`src/rtl/mem_bus_arbiter.sv`:
```
`default_nettype none
// +--------------------------------------------------------------------------+
// | Module   : mem_bus_arbiter                                               |
// | Purpose  : Round-robin fetch/data arbiter for one 16-bit bus             |
// |            with RAM / I-O region decode and per-region wait states.      |
// | Revision : 1.0  initial release                                          |
// +--------------------------------------------------------------------------+
module mem_bus_arbiter #(
   parameter int unsigned RAM_WAIT = 0,
   parameter int unsigned IO_WAIT  = 2
) (
   input  logic        clk,
   input  logic        rst,
   input  logic        if_req,
   input  logic [15:0] if_addr,
   output logic [15:0] if_rdata,
   output logic        if_ack,
   input  logic        d_req,
   input  logic        d_we,
   input  logic [15:0] d_addr,
   input  logic [15:0] d_wdata,
   output logic [15:0] d_rdata,
   output logic        d_ack,
   output logic [15:0] bus_addr,
   output logic [15:0] bus_wdata,
   output logic        bus_we,
   output logic [1:0]  bus_sel,
   input  logic [15:0] bus_rdata
);

   localparam logic [1:0] c_IDLE     = 2'd0;
   localparam logic [1:0] c_ACCESS   = 2'd1;
   localparam logic [1:0] c_ACK      = 2'd2;

   localparam logic [1:0] c_SEL_IDLE = 2'b00;
   localparam logic [1:0] c_SEL_RAM  = 2'b01;
   localparam logic [1:0] c_SEL_IO   = 2'b10;

   localparam logic       c_PORT_FETCH = 1'b0;
   localparam logic       c_PORT_DATA  = 1'b1;

   localparam logic [3:0] c_RAM_WAIT = 4'(RAM_WAIT);
   localparam logic [3:0] c_IO_WAIT  = 4'(IO_WAIT);

   logic [1:0]  r_state;
   logic [1:0]  w_next_state;
   logic [3:0]  r_cnt;
   logic        r_last_grant;
   logic        r_owner;

   logic        w_grant;
   logic        w_grant_data;
   logic [15:0] w_grant_addr;
   logic        w_is_io;
   logic        w_complete;
   logic        w_is_read;

   // State register
   always_ff @(posedge clk or posedge rst) begin
      if (rst) begin
         r_state <= c_IDLE;
      end else begin
         r_state <= w_next_state;
      end
   end

   // Next-state logic
   always_comb begin
      w_next_state = r_state;
      case (r_state)
         c_IDLE: begin
            if (w_grant) begin
               w_next_state = c_ACCESS;
            end
         end
         c_ACCESS: begin
            if (w_complete) begin
               w_next_state = c_ACK;
            end
         end
         c_ACK: begin
            w_next_state = c_IDLE;
         end
         default: begin
            w_next_state = c_IDLE;
         end
      endcase
   end

   // Decode / arbitration: on a tie the port that did not win last time gets the bus
   always_comb begin
      w_grant      = (r_state == c_IDLE) && (if_req || d_req);
      w_grant_data = d_req && (!if_req || (r_last_grant == c_PORT_FETCH));
      w_grant_addr = w_grant_data ? d_addr : if_addr;
      w_is_io      = (w_grant_addr[15:13] == 3'b111);
      w_complete   = (r_state == c_ACCESS) && (r_cnt == 4'd0);
      w_is_read    = !bus_we;
   end

   // Bus, counter and response registers
   always_ff @(posedge clk or posedge rst) begin
      if (rst) begin
         r_cnt        <= 4'd0;
         r_last_grant <= c_PORT_FETCH;
         r_owner      <= c_PORT_FETCH;
         bus_addr     <= 16'h0000;
         bus_wdata    <= 16'h0000;
         bus_we       <= 1'b0;
         bus_sel      <= c_SEL_IDLE;
         if_rdata     <= 16'h0000;
         d_rdata      <= 16'h0000;
         if_ack       <= 1'b0;
         d_ack        <= 1'b0;
      end else begin
         case (r_state)
            c_IDLE: begin
               if (w_grant) begin
                  bus_addr     <= w_grant_addr;
                  bus_wdata    <= d_wdata;
                  bus_we       <= w_grant_data & d_we;
                  bus_sel      <= w_is_io ? c_SEL_IO : c_SEL_RAM;
                  r_cnt        <= w_is_io ? c_IO_WAIT : c_RAM_WAIT;
                  r_last_grant <= w_grant_data;
                  r_owner      <= w_grant_data;
               end
            end
            c_ACCESS: begin
               if (r_cnt != 4'd0) begin
                  r_cnt <= r_cnt - 4'd1;
               end else begin
                  if (r_owner == c_PORT_DATA) begin
                     d_ack <= 1'b1;
                     if (w_is_read) begin
                        d_rdata <= bus_rdata;
                     end
                  end else begin
                     if_ack   <= 1'b1;
                     if_rdata <= bus_rdata;
                  end
                  bus_sel <= c_SEL_IDLE;
                  bus_we  <= 1'b0;
               end
            end
            c_ACK: begin
               if_ack <= 1'b0;
               d_ack  <= 1'b0;
            end
            default: begin
               if_ack  <= 1'b0;
               d_ack   <= 1'b0;
               bus_sel <= c_SEL_IDLE;
               bus_we  <= 1'b0;
            end
         endcase
      end
   end

endmodule
`default_nettype wire

```
`config.mk`:
```
export PLATFORM = sky130hd
export DESIGN_NAME = mem_bus_arbiter
export DESIGN_NICKNAME = d
export VERILOG_FILES = /design/src/rtl/mem_bus_arbiter.sv
export SDC_FILE = /design/constraint.sdc
export NUM_CORES = 1
export LEC_CHECK = 0
export ABC_AREA = 1
export CORE_UTILIZATION = 46
export CTS_BUF_LIST = sky130_fd_sc_hd__clkbuf_16
export DETAILED_ROUTE_END_ITERATION = 8
export GPL_ROUTABILITY_DRIVEN = 0
export HOLD_SLACK_MARGIN = 0.08
export PLACE_DENSITY_LB_ADDON = 0.1
export RECOVER_POWER = 50
export SLEW_MARGIN = 15
export SYNTH_ARGS = -nofsm -noshare
export SYNTH_HDL_FRONTEND = slang
export SYNTH_SLANG_ARGS = --single-unit
```
`constraint.sdc`:
```
create_clock -name clk -period 4.3 [get_ports clk]
set_input_delay 0.86 -clock clk [delete_from_list [all_inputs] [get_ports clk]]
set_output_delay 0.86 -clock clk [all_outputs]
set_load 0.01 [all_outputs]
```
==> flow_summary.rst, run 1 <==
.. list-table::
   :header-rows: 1

   * - Metric
     - Value
   * - Largest net degree at the start of global routing
     - 55
   * - Hold-critical path depth
     - 2
   * - Layout filler cell count
     - 584
   * - Antenna violations before repair
     - 0
   * - Ratio of final minimum period to clock period
     - 66.0%
   * - Switching share of power
     - 37.1%
   * - Worst ir drop on vdd
     - 368 µV
   * - Total of max-cap violations
     - 1
   * - Violation count after the first detailed-routing iteration
     - 141
   * - Share of total power in sequential cells
     - 34.9%
   * - Syn Area/Cell
     - 8.90 µm²
   * - Count of mapped cells out of synthesis
     - 367
   * - Type of the worst min-delay path
     - register to register
   * - Full die area
     - 7450 µm²
   * - Starting Density
     - 47.8%
   * - Row count
     - 30
   * - Post-detail-place hpwl
     - 5.73 mm
   * - Inserted Diodes
     - 0
   * - Count of final hold-check violations
     - 0
   * - Sum Neg Setup Slack
     - 0 ns
   * - Vertical die dimension
     - 86.3 µm
   * - All-layer global routing usage
     - 23.1%
   * - Port buffer count
     - 137
   * - Boundary pin count
     - 138
   * - Die width
     - 86.3 µm
   * - Via count of the first global-routing pass
     - 2,766
   * - Proportion of layout cells with a drive suffix above 1
     - 5.89%
   * - Leakage power
     - 2.27 nW
   * - Worst skew pair latency
     - 0.33 ns
   * - Area fraction of the dominant cell type after synthesis
     - 58.2%
   * - Final number of setup-violating endpoints
     - 0
   * - Kind of critical path
     - register to register
   * - Total length of routed wires
     - 8.21 mm
   * - Number of post-CTS setup repair buffers
     - 0
   * - Placeable core region
     - 6830 µm²
   * - First-pass GRT wire length
     - 13.2 mm
   * - Unrepaired setup endpoints after global routing
     - no
   * - GR Util met2
     - 37.6%
   * - Post-DR vias/cell
     - 4.81
   * - Violations in the final reports
     - max-capacitance violations, max-slew violations
   * - Cell area after synthesis
     - 3270 µm²
   * - Clock slew at the register clock pins of the worst setup and hold paths
     - 0.06 ns
   * - Synth cell types
     - 25
   * - Final layout net count
     - 576
   * - Clock buffers created by TritonCTS
     - 9
   * - Total of hold buffers inserted after clock tree synthesis
     - 0
   * - Total power per unit cell area
     - 753 nW/µm²
   * - Total nets after synthesis
     - 438
   * - Crit end category
     - register
   * - Beginning of the worst hold path
     - bus_wdata[14]
   * - First element of the critical path
     - r_cnt[0]
   * - Result of the run
     - finished with violations
   * - Clk network pwr share
     - 18.0%
   * - Number of cells traversed by the worst register-to-register path
     - 7
   * - CP Data Required Time
     - 4.51 ns
   * - Post-detailed-route wirelength per cell
     - 13.6 µm
   * - Crit-path max FO
     - 18
   * - Clock sink total
     - 76
   * - Post-CTS Resized
     - 0
   * - Drt first pass iters
     - 4
   * - Transition time at the pin with the least slew margin
     - 2.36 ns
   * - Flop and latch count out of synthesis
     - 76
   * - Tightest slew margin relative to the limit
     - -58.2%
   * - Area growth from synthesis to layout
     - 49.2%
   * - Worst path arrival time
     - 3.05 ns
   * - Sequential cell area fraction in the yosys report
     - 58.2%
   * - H-tree depth
     - 3
   * - Leading cell types by total area after synthesis
     - sky130_fd_sc_hd__dfrtp_1 (58%), sky130_fd_sc_hd__nand2_1 (16%), sky130_fd_sc_hd__o21ai_0 (3.8%)
   * - Max Clk Rate
     - 352 MHz
   * - Switching power
     - 0.00136 W
   * - Residual overflow from global routing
     - 0
   * - Post-synth top area cell
     - sky130_fd_sc_hd__dfrtp_1
   * - Reg-to-reg critical path startpoint
     - r_cnt[0]
   * - Element type at the critical path start
     - register
   * - Maximum clock path buffer count
     - 2
   * - R2r setup slk
     - 1.46 ns
   * - Clock Tree Root
     - sky130_fd_sc_hd__clkbuf_16
   * - Hold Path Sink
     - bus_wdata[14]
   * - Number of vias after detailed routing
     - 2,909
   * - Final Critical Period
     - 2.84 ns
   * - GR Util met1
     - 29.9%
   * - Clock tree from TritonCTS
     - done
   * - Number of synthesis warnings
     - 0
   * - GR Util met3
     - 5.43%
   * - Part of the total power dissipated in combinational logic
     - 47.1%
   * - Clock Skews
     - 0.00528 ns
   * - Gr busiest metal
     - met2
   * - Worst reg2reg path endpoint
     - if_rdata[15]
   * - Final max-slew violation count
     - 55
   * - Final core area utilization
     - 71.4%
   * - Internal power consumption
     - 0.00231 W
   * - DRC viols
     - 0
   * - Number of antenna-violating nets in the routed design
     - 0
==> power by group through the flow <==
stage | combinational [W] | sequential, W | clock (W)
6_report | 0.00173 | 0.00128 | 0.000660
4_1_cts | 0.00184 | 0.00129 | 0.000668
2_1_floorplan | 0.000797 | 0.00142 | 0
3_3_place_gp | 0.00178 | 0.00128 | 0
5_1_grt | 0.00191 | 0.00132 | 0.000706
3_5_place_dp | 0.00183 | 0.00129 | 0
==> critical path, cell delays in order (launching register included) <==
cell and delay, ns:
sky130_fd_sc_hd__dfrtp_1 0.39, sky130_fd_sc_hd__inv_1 0.11, sky130_fd_sc_hd__ha_1 0.15, sky130_fd_sc_hd__nand2_1 0.15, sky130_fd_sc_hd__nor2_1 0.92, sky130_fd_sc_hd__nand2_1 0.70
sky130_fd_sc_hd__nand2_1 0.22, sky130_fd_sc_hd__nand2_1 0.08
==> cell usage in the layout, fill, tap and decap left out, drive strengths merged <==
master         synthesis  final
nand2                142    142
clkdlybuf4s50          0    136
dfrtp                 76     76
o21ai                 48     48
inv                   27     26
nor2                  25     25
nand3                 23     23
clkbuf                 1     11
a21oi                  4      4
clkinv                 0      4
buf                   14      3
clkinvlp               0      3
a31oi                  2      2
ha                     2      2
nor3                   1      1
o21a                   1      1
a22oi                  1      1
dlygate4sd3            0      1
==> final cells by class <==
class                           count  area, µm²  share of cell area (%)
Tap cell                           96        120                    2.46
Timing Repair Buffer              142       1400                    28.7
Sequential cell                    76       1900                    39.0
Clock buffer                        9        225                    4.62
Inverter                           27        103                    2.10
Clock inverter                      6       32.5                   0.667
Multi-Input combinational cell    249       1090                    22.4
==> stage by stage <==
step / area, µm² / cells / setup WS, ns / hold WS, ns / power [W]
finish: 4880 / 605 / 1.46 / 0.467 / 0.00367
global route: 4880 / 605 / 1.11 / 0.483 / 0.00393
CTS: 4950 / 604 / 1.82 / 0.472 / 0.00379
detailed placement: 4700 / 589 / 1.47 / 0.459 / 0.00311
global placement: 4700 / 589 / 1.54 / 0.453 / 0.00306
floorplan: 3270 / 367 / 1.50 / 0.449 / 0.00222
==> synth_stat cells (all sizes together) <==
library cell	number
clkbuf	1
a31oi	2
a21oi	4
o21ai	48
nand2	142
ha	2
buf	14
nand3	23
nor2	25
inv	27
dfrtp	76
o21a	1
a22oi	1
nor3	1
==> how the worst max path moves through the flow <==
stage,end,slack [ns],cells past startpoint
after floorplan,bus_addr[0],1.50,1
after global placement,r_cnt[0],1.54,7
after detailed placement,bus_sel[1],1.47,7
after CTS,r_cnt[0],1.82,7
after global routing,if_rdata[10],1.11,3
final,if_rdata[15],1.46,7
==> flip-flops by register name, summed over array words and instances, names as in the netlist <==
name	cells
if_ack	1
bus_we	1
r_cnt	4
bus_wdata	16
r_owner	1
r_state	2
bus_sel	2
bus_addr	16
d_rdata	16
d_ack	1
if_rdata	16
==> kinds of logic (layout without fill, tap and decap cells) <==
group | after synthesis | in the layout | synth area share [%]
AOI/OAI and AO/OA | 56 | 56 | 10.4
adders and majority gates | 2 | 2 | 0.766
buffers and inverters | 42 | 184 | 6.16
DFF | 76 | 76 | 58.2
and+or+nand+nor | 191 | 191 | 24.5
==> routing by layer <==
layer  share of wire [%]  up-vias
li1                    -     1439
met3                 5.3       11
met5                   0        -
met2                  49       87
met1                  44     1372
met4                 1.4        0
No activity file was read; power rests on OpenSTA's default activity.
==> run 2, diff against run 1 <==
--- a/config.mk
+++ b/config.mk
@@ -6,7 +6,7 @@
 export NUM_CORES = 1
 export LEC_CHECK = 0
 export ABC_AREA = 1
-export CORE_UTILIZATION = 46
+export CORE_UTILIZATION = 38
 export CTS_BUF_LIST = sky130_fd_sc_hd__clkbuf_16
 export DETAILED_ROUTE_END_ITERATION = 8
 export GPL_ROUTABILITY_DRIVEN = 0
==> constraint.sdc (replaced) <==
create_clock -name clk -period 2.4 [get_ports clk]
set_input_delay 0.48 -clock clk [delete_from_list [all_inputs] [get_ports clk]]
set_output_delay 0.48 -clock clk [all_outputs]
set_load 0.01 [all_outputs]
==> flow_summary.rst, run 2 (synthesis results as in run 1) <==
.. list-table::
   :header-rows: 1

   * - Metric
     - Value
   * - Final design instance area without fill
     - 5020 µm²
   * - Clk network pwr share
     - 20.2%
   * - Worst-path cell chain
     - clkdlybuf4s50_1 > o21ai_0 > clkbuf_2 > nand2_1 > o21ai_0
   * - Final layout net count
     - 578
   * - Switching share of power
     - 36.4%
   * - Number of post-CTS setup repair buffers
     - 0
   * - Crit-path max FO
     - 14
   * - R2r setup slk
     - 0.62 ns
   * - Non-filler cells, final
     - 617
   * - Violation count after the first detailed-routing iteration
     - 121
   * - Port buffer count
     - 137
   * - Total length of routed wires
     - 8.33 mm
   * - Worst path arrival time
     - 2.17 ns
   * - Total of max-cap violations
     - 0
   * - Full die area
     - 8980 µm²
   * - Die width
     - 94.7 µm
   * - Placeable core region
     - 8260 µm²
   * - Antenna violations before repair
     - 0
   * - Sum of buffers and inverters on the critical path
     - 2
   * - Number of vias after detailed routing
     - 2,940
   * - Count of final hold-check violations
     - 0
   * - Clock tree from TritonCTS
     - done
   * - Boundary pin count
     - 138
   * - Maximum clock path buffer count
     - 2
   * - Post-detail-place hpwl
     - 5.82 mm
   * - Sum Neg Setup Slack
     - 0 ns
   * - Type of the worst min-delay path
     - register to register
   * - CP Data Required Time
     - 2.64 ns
   * - Multi-input gate area in the final layout
     - 1160 µm²
   * - Proportion of layout cells with a drive suffix above 1
     - 8.59%
   * - Clock buffers created by TritonCTS
     - 9
   * - Clock Tree Root
     - sky130_fd_sc_hd__clkbuf_16
   * - Crit end category
     - register
   * - Commonest cells after routing, fill and taps aside
     - sky130_fd_sc_hd__nand2_1 (140), sky130_fd_sc_hd__clkdlybuf4s50_1 (129), sky130_fd_sc_hd__dfrtp_1 (76)
   * - Switching power
     - 0.00251 W
   * - Via count of the first global-routing pass
     - 2,841
   * - Post-CTS Resized
     - 0
   * - Pwr Total
     - 0.00691 W
   * - Clock sink total
     - 76
   * - Layout filler cell count
     - 763
   * - Final hold slack
     - 0.466 ns
   * - Final Critical Period
     - 1.93 ns
   * - H-tree depth
     - 3
   * - Final max-slew violation count
     - 0
   * - Most frequent standard cell in the layout excluding fill and tap cells
     - sky130_fd_sc_hd__nand2_1
   * - Post-Place Cells
     - 601
   * - Max Clk Rate
     - 519 MHz
   * - Total power per unit cell area
     - 1380 nW/µm²
   * - Post-DR vias/cell
     - 4.76
   * - Number of antenna-violating nets in the routed design
     - 0
   * - Leakage power
     - 2.35 nW
   * - Tightest slew margin relative to the limit
     - 32.4%
   * - Part of the total power dissipated in combinational logic
     - 46.5%
   * - Result of the run
     - completed
   * - Clock Skews
     - 0.00537 ns
   * - Unrepaired setup endpoints after global routing
     - no
   * - Sequential standard cell area
     - 1900 µm²
   * - Final number of setup-violating endpoints
     - 0
   * - Total of hold buffers inserted after clock tree synthesis
     - 0
   * - Crit-path most repeated cell
     - sky130_fd_sc_hd__o21ai_0
   * - Largest delay share family, worst path
     - buffers and inverters
   * - Element type at the critical path start
     - input port
   * - Library cell contributing the largest single delay on the critical path
     - sky130_fd_sc_hd__o21ai_0
   * - Vertical die dimension
     - 94.7 µm
   * - Longest individual stage delay on the worst path
     - 0.61 ns
   * - Largest net degree at the start of global routing
     - 41
   * - Internal power consumption
     - 0.00439 W
   * - Beginning of the worst hold path
     - if_rdata[8]
   * - Row count
     - 33
   * - Drt first pass iters
     - 4
   * - Residual overflow from global routing
     - 0
   * - Worst ir drop on vdd
     - 608 µV
   * - Area growth from synthesis to layout
     - 53.6%
   * - First-pass GRT wire length
     - 13.6 mm
   * - Post-detailed-route wirelength per cell
     - 13.5 µm
   * - Clock slew at the register clock pins of the worst setup and hold paths
     - 0.06 ns
   * - Placement-stage cell area
     - 4730 µm²
   * - First element of the critical path
     - d_req
   * - Reg-to-reg critical path startpoint
     - r_cnt[0]
   * - Share of total power in sequential cells
     - 33.3%
   * - Transition time at the pin with the least slew margin
     - 1.01 ns
   * - Kind of critical path
     - input port to register
   * - Ratio of final minimum period to clock period
     - 80.2%
   * - Inserted Diodes
     - 0
   * - Worst skew pair latency
     - 0.33 ns
   * - All-layer global routing usage
     - 20.0%
   * - DRC viols
     - 0
   * - Starting Density
     - 39.6%
==> run 2: cell types whose count changed in the layout (fill, tap and decap cells not counted), moves of 2 or more <==
cell / change
sky130_fd_sc_hd__o21ai_0: -10
sky130_fd_sc_hd__o21ai_2: +10
sky130_fd_sc_hd__clkdlybuf4s50_1: -7
sky130_fd_sc_hd__dlygate4sd3_1: +7
sky130_fd_sc_hd__clkbuf_2: +4
sky130_fd_sc_hd__bufinv_16: +2
sky130_fd_sc_hd__clkinv_2: -2
==> run 2: final cells by class <==
type                       count  area share [%]
sequential                    76            37.9
timing repair buffer         144            28.1
multi-input combinational    249            23.2
clock buffer                   9            4.49
tap                          105            2.62
inverter                      27            2.09
clock inverter                 7            1.65
==> run 2: power groups by stage <==
stage | Clock (W) | Sequential (W) | Combinational [W]
floorplan | 0 | 0.00255 | 0.00143
global placement | 0 | 0.00230 | 0.00324
detailed placement | 0 | 0.00231 | 0.00330
CTS | 0.00142 | 0.00231 | 0.00331
global route | 0.00148 | 0.00238 | 0.00359
finish | 0.00139 | 0.00230 | 0.00321
==> run 2: path summary, 6_finish.rpt <==
check / cells after the start / to
hold / removal: 2 / if_rdata[8]
setup / recovery: 5 / bus_addr[9]
max in group asynchronous: 3 / bus_addr[7]
setup reg to reg: 6 / d_rdata[9]
hold reg to reg: 2 / if_rdata[8]
min in group asynchronous: 3 / d_rdata[0]
==> run 2: worst min-delay path, delay by kind of cell, from the launching register on <==
kind             cells  cell delay, ns
DFF                  1            0.34
and+or+nand+nor      2            0.09
==> run 2: stage by stage <==
stage                     util (%)  worst slack [ns]
after CTS                     61.0             0.558
after detailed placement      57.3             0.348
after floorplan                  -              1.01
final                         60.8             0.475
after global routing          60.8             0.301
after global placement        57.3             0.457
==> run 2: per-layer routing <==
| metal | vias to the layer above | share of wire (%) | global-route usage [%] |
|---|---|---|---|
| met5 | - | 0 | 0 |
| met4 | 0 | 1.8 | 7.07 |
| met3 | 13 | 6.9 | 6.12 |
| met2 | 95 | 46 | 32.0 |
| met1 | 1391 | 45 | 25.7 |
| li1 | 1441 | - | - |
==> run 3, diff against run 2 <==
--- a/config.mk
+++ b/config.mk
@@ -6,7 +6,7 @@
 export NUM_CORES = 1
 export LEC_CHECK = 0
 export ABC_AREA = 1
-export CORE_UTILIZATION = 38
+export CORE_UTILIZATION = 43
 export CTS_BUF_LIST = sky130_fd_sc_hd__clkbuf_16
 export DETAILED_ROUTE_END_ITERATION = 8
 export GPL_ROUTABILITY_DRIVEN = 0
==> constraint.sdc (replaced) <==
create_clock -name clk -period 1.8 [get_ports clk]
set_input_delay 0.36 -clock clk [delete_from_list [all_inputs] [get_ports clk]]
set_output_delay 0.36 -clock clk [all_outputs]
set_load 0.01 [all_outputs]
==> flow_summary.rst, run 3 (synthesis results as in run 1) <==
.. list-table::
   :header-rows: 1

   * - Metric
     - Value
   * - DRC viols
     - 0
   * - Residual overflow from global routing
     - 0
   * - Sum of buffers and inverters on the critical path
     - 1
   * - Antenna violations before repair
     - 0
   * - Crit end category
     - primary output
   * - First-pass GRT wire length
     - 12.8 mm
   * - Number of post-CTS setup repair buffers
     - 0
   * - Final layout net count
     - 581
   * - Number of cells traversed by the worst register-to-register path
     - 7
   * - Post-detailed-route wirelength per cell
     - 12.9 µm
   * - Result of the run
     - completed
   * - Inserted Diodes
     - 0
   * - Final hold slack
     - 0.467 ns
   * - Clock sink total
     - 76
   * - Hold Path Sink
     - if_rdata[8]
   * - Total of max-cap violations
     - 0
   * - Unrepaired setup endpoints after global routing
     - no
   * - Type of the worst min-delay path
     - register to register
   * - Via count of the first global-routing pass
     - 2,820
   * - All-layer global routing usage
     - 21.2%
   * - Final design instance area without fill
     - 5050 µm²
   * - Multi-input gate area in the final layout
     - 1160 µm²
   * - Tightest slew margin relative to the limit
     - 32.5%
   * - Longest individual stage delay on the worst path
     - 0.60 ns
   * - Library cell contributing the largest single delay on the critical path
     - sky130_fd_sc_hd__clkdlybuf4s50_1
   * - Ratio of final minimum period to clock period
     - 94.3%
   * - Post-CTS Resized
     - 0
   * - Starting Density
     - 44.8%
   * - Worst path arrival time
     - 1.34 ns
   * - Placement-stage cell area
     - 4800 µm²
   * - Total length of routed wires
     - 7.91 mm
   * - Largest delay share family, worst path
     - buffers and inverters
   * - Max Clk Rate
     - 589 MHz
   * - Clock tree from TritonCTS
     - done
   * - Post-DR vias/cell
     - 4.70
   * - Largest net degree at the start of global routing
     - 43
   * - Clock Tree Root
     - sky130_fd_sc_hd__clkbuf_16
   * - Layout filler cell count
     - 628
   * - Violation count after the first detailed-routing iteration
     - 140
   * - Clock Skews
     - 0.00829 ns
   * - Worst skew pair latency
     - 0.32 ns
   * - Element type at the critical path start
     - register
   * - Total of hold buffers inserted after clock tree synthesis
     - 0
   * - Beginning of the worst hold path
     - if_rdata[8]
   * - Worst reg2reg path endpoint
     - if_rdata[3]
   * - Sequential standard cell area
     - 1900 µm²
   * - Proportion of layout cells with a drive suffix above 1
     - 9.73%
   * - Clock buffers created by TritonCTS
     - 9
   * - Boundary pin count
     - 138
   * - Sum Neg Setup Slack
     - 0 ns
   * - Crit-path max FO
     - 3
   * - Most frequent standard cell in the layout excluding fill and tap cells
     - sky130_fd_sc_hd__nand2_1
   * - Leakage power
     - 2.37 nW
   * - Levels on crit path
     - 1
   * - Final Critical Period
     - 1.70 ns
   * - Vertical die dimension
     - 89.2 µm
   * - Drt first pass iters
     - 5
   * - Commonest cells after routing, fill and taps aside
     - sky130_fd_sc_hd__nand2_1 (138), sky130_fd_sc_hd__clkdlybuf4s50_1 (136), sky130_fd_sc_hd__dfrtp_1 (76)
   * - Kind of critical path
     - register to primary output
   * - H-tree depth
     - 3
   * - Number of antenna-violating nets in the routed design
     - 0
   * - Worst ir drop on vdd
     - 845 µV
   * - Final number of setup-violating endpoints
     - 0
   * - Worst-path cell chain
     - clkdlybuf4s50_1
   * - Maximum clock path buffer count
     - 2
   * - Post-detail-place hpwl
     - 5.72 mm
   * - Die width
     - 89.2 µm
   * - CP Data Required Time
     - 1.44 ns
   * - Count of final hold-check violations
     - 0
   * - Area growth from synthesis to layout
     - 54.6%
   * - Placeable core region
     - 7290 µm²
   * - Transition time at the pin with the least slew margin
     - 1.01 ns
   * - Reg-to-reg critical path startpoint
     - r_cnt[0]
   * - Hold-critical path depth
     - 2
   * - Clock slew at the register clock pins of the worst setup and hold paths
     - 0.06 ns
   * - R2r setup slk
     - 0.19 ns
   * - Number of vias after detailed routing
     - 2,884
   * - Final core area utilization
     - 69.3%
   * - Total power per unit cell area
     - 1810 nW/µm²
   * - Final max-slew violation count
     - 0
   * - Port buffer count
     - 137
   * - Row count
     - 31
   * - Full die area
     - 7950 µm²
==> run 3: cell count changes in the layout (fill, tap and decap cells not counted), moves of 2 or more <==
cell                              delta
sky130_fd_sc_hd__nand2_1             -2
sky130_fd_sc_hd__o21ai_1             -6
sky130_fd_sc_hd__o21ai_0             +6
sky130_fd_sc_hd__nand2_2             +2
sky130_fd_sc_hd__clkinv_2            +2
sky130_fd_sc_hd__buf_12              +3
sky130_fd_sc_hd__dlygate4sd3_1       -7
sky130_fd_sc_hd__clkdlybuf4s50_1     +7
sky130_fd_sc_hd__clkinv_1            -2
sky130_fd_sc_hd__buf_4               +2
==> run 3: worst max-delay path by stage <==
stage | slack [ns] | end | startpoint
floorplan | 0.41 | d_rdata[8] | r_cnt[0]
global placement | 0.14 | r_cnt[0] | d_req
detailed placement | 0.09 | bus_addr[3] | d_req
CTS | 0.09 | bus_we | bus_we
global route | 0.04 | bus_addr[12] | rst
finish | 0.10 | bus_we | bus_we
==> run 3: report_power, final <==
group | switching [W] | total [W] | internal [W] | leakage [nW]
logic | 0.00219 | 0.00442 | 0.00223 | 1.30
registers | 0.000472 | 0.00304 | 0.00257 | 0.929
clock network | 0.000647 | 0.00170 | 0.00105 | 0.144
==> run 3: cell type report <==
type | instances | area share, %
clock buffers | 9 | 4.46
clock inverters | 6 | 1.11
inverters | 27 | 2.08
multi-input cells | 249 | 23.1
flip-flops and latches | 76 | 37.6
well taps | 99 | 2.45
repair buffers | 147 | 29.2
==> run 3: per-layer routing <==
| metal | vias up | share of wire [%] | GRT usage, % |
|---|---|---|---|
| met2 | 90 | 49 | 34.9 |
| met1 | 1334 | 43 | 26.4 |
| met5 | - | 0 | 0 |
| li1 | 1447 | - | - |
| met4 | 0 | 2.0 | 9.81 |
| met3 | 13 | 6.4 | 5.26 |
==> run 3: stage by stage <==
stage	total power (W)	instances	worst slack [ns]
6_report	0.00916	613	0.102
5_1_grt	0.00986	613	0.0422
4_1_cts	0.00930	613	0.0937
3_5_place_dp	0.00755	598	0.0890
3_3_place_gp	0.00744	598	0.138
2_1_floorplan	0.00530	367	0.408
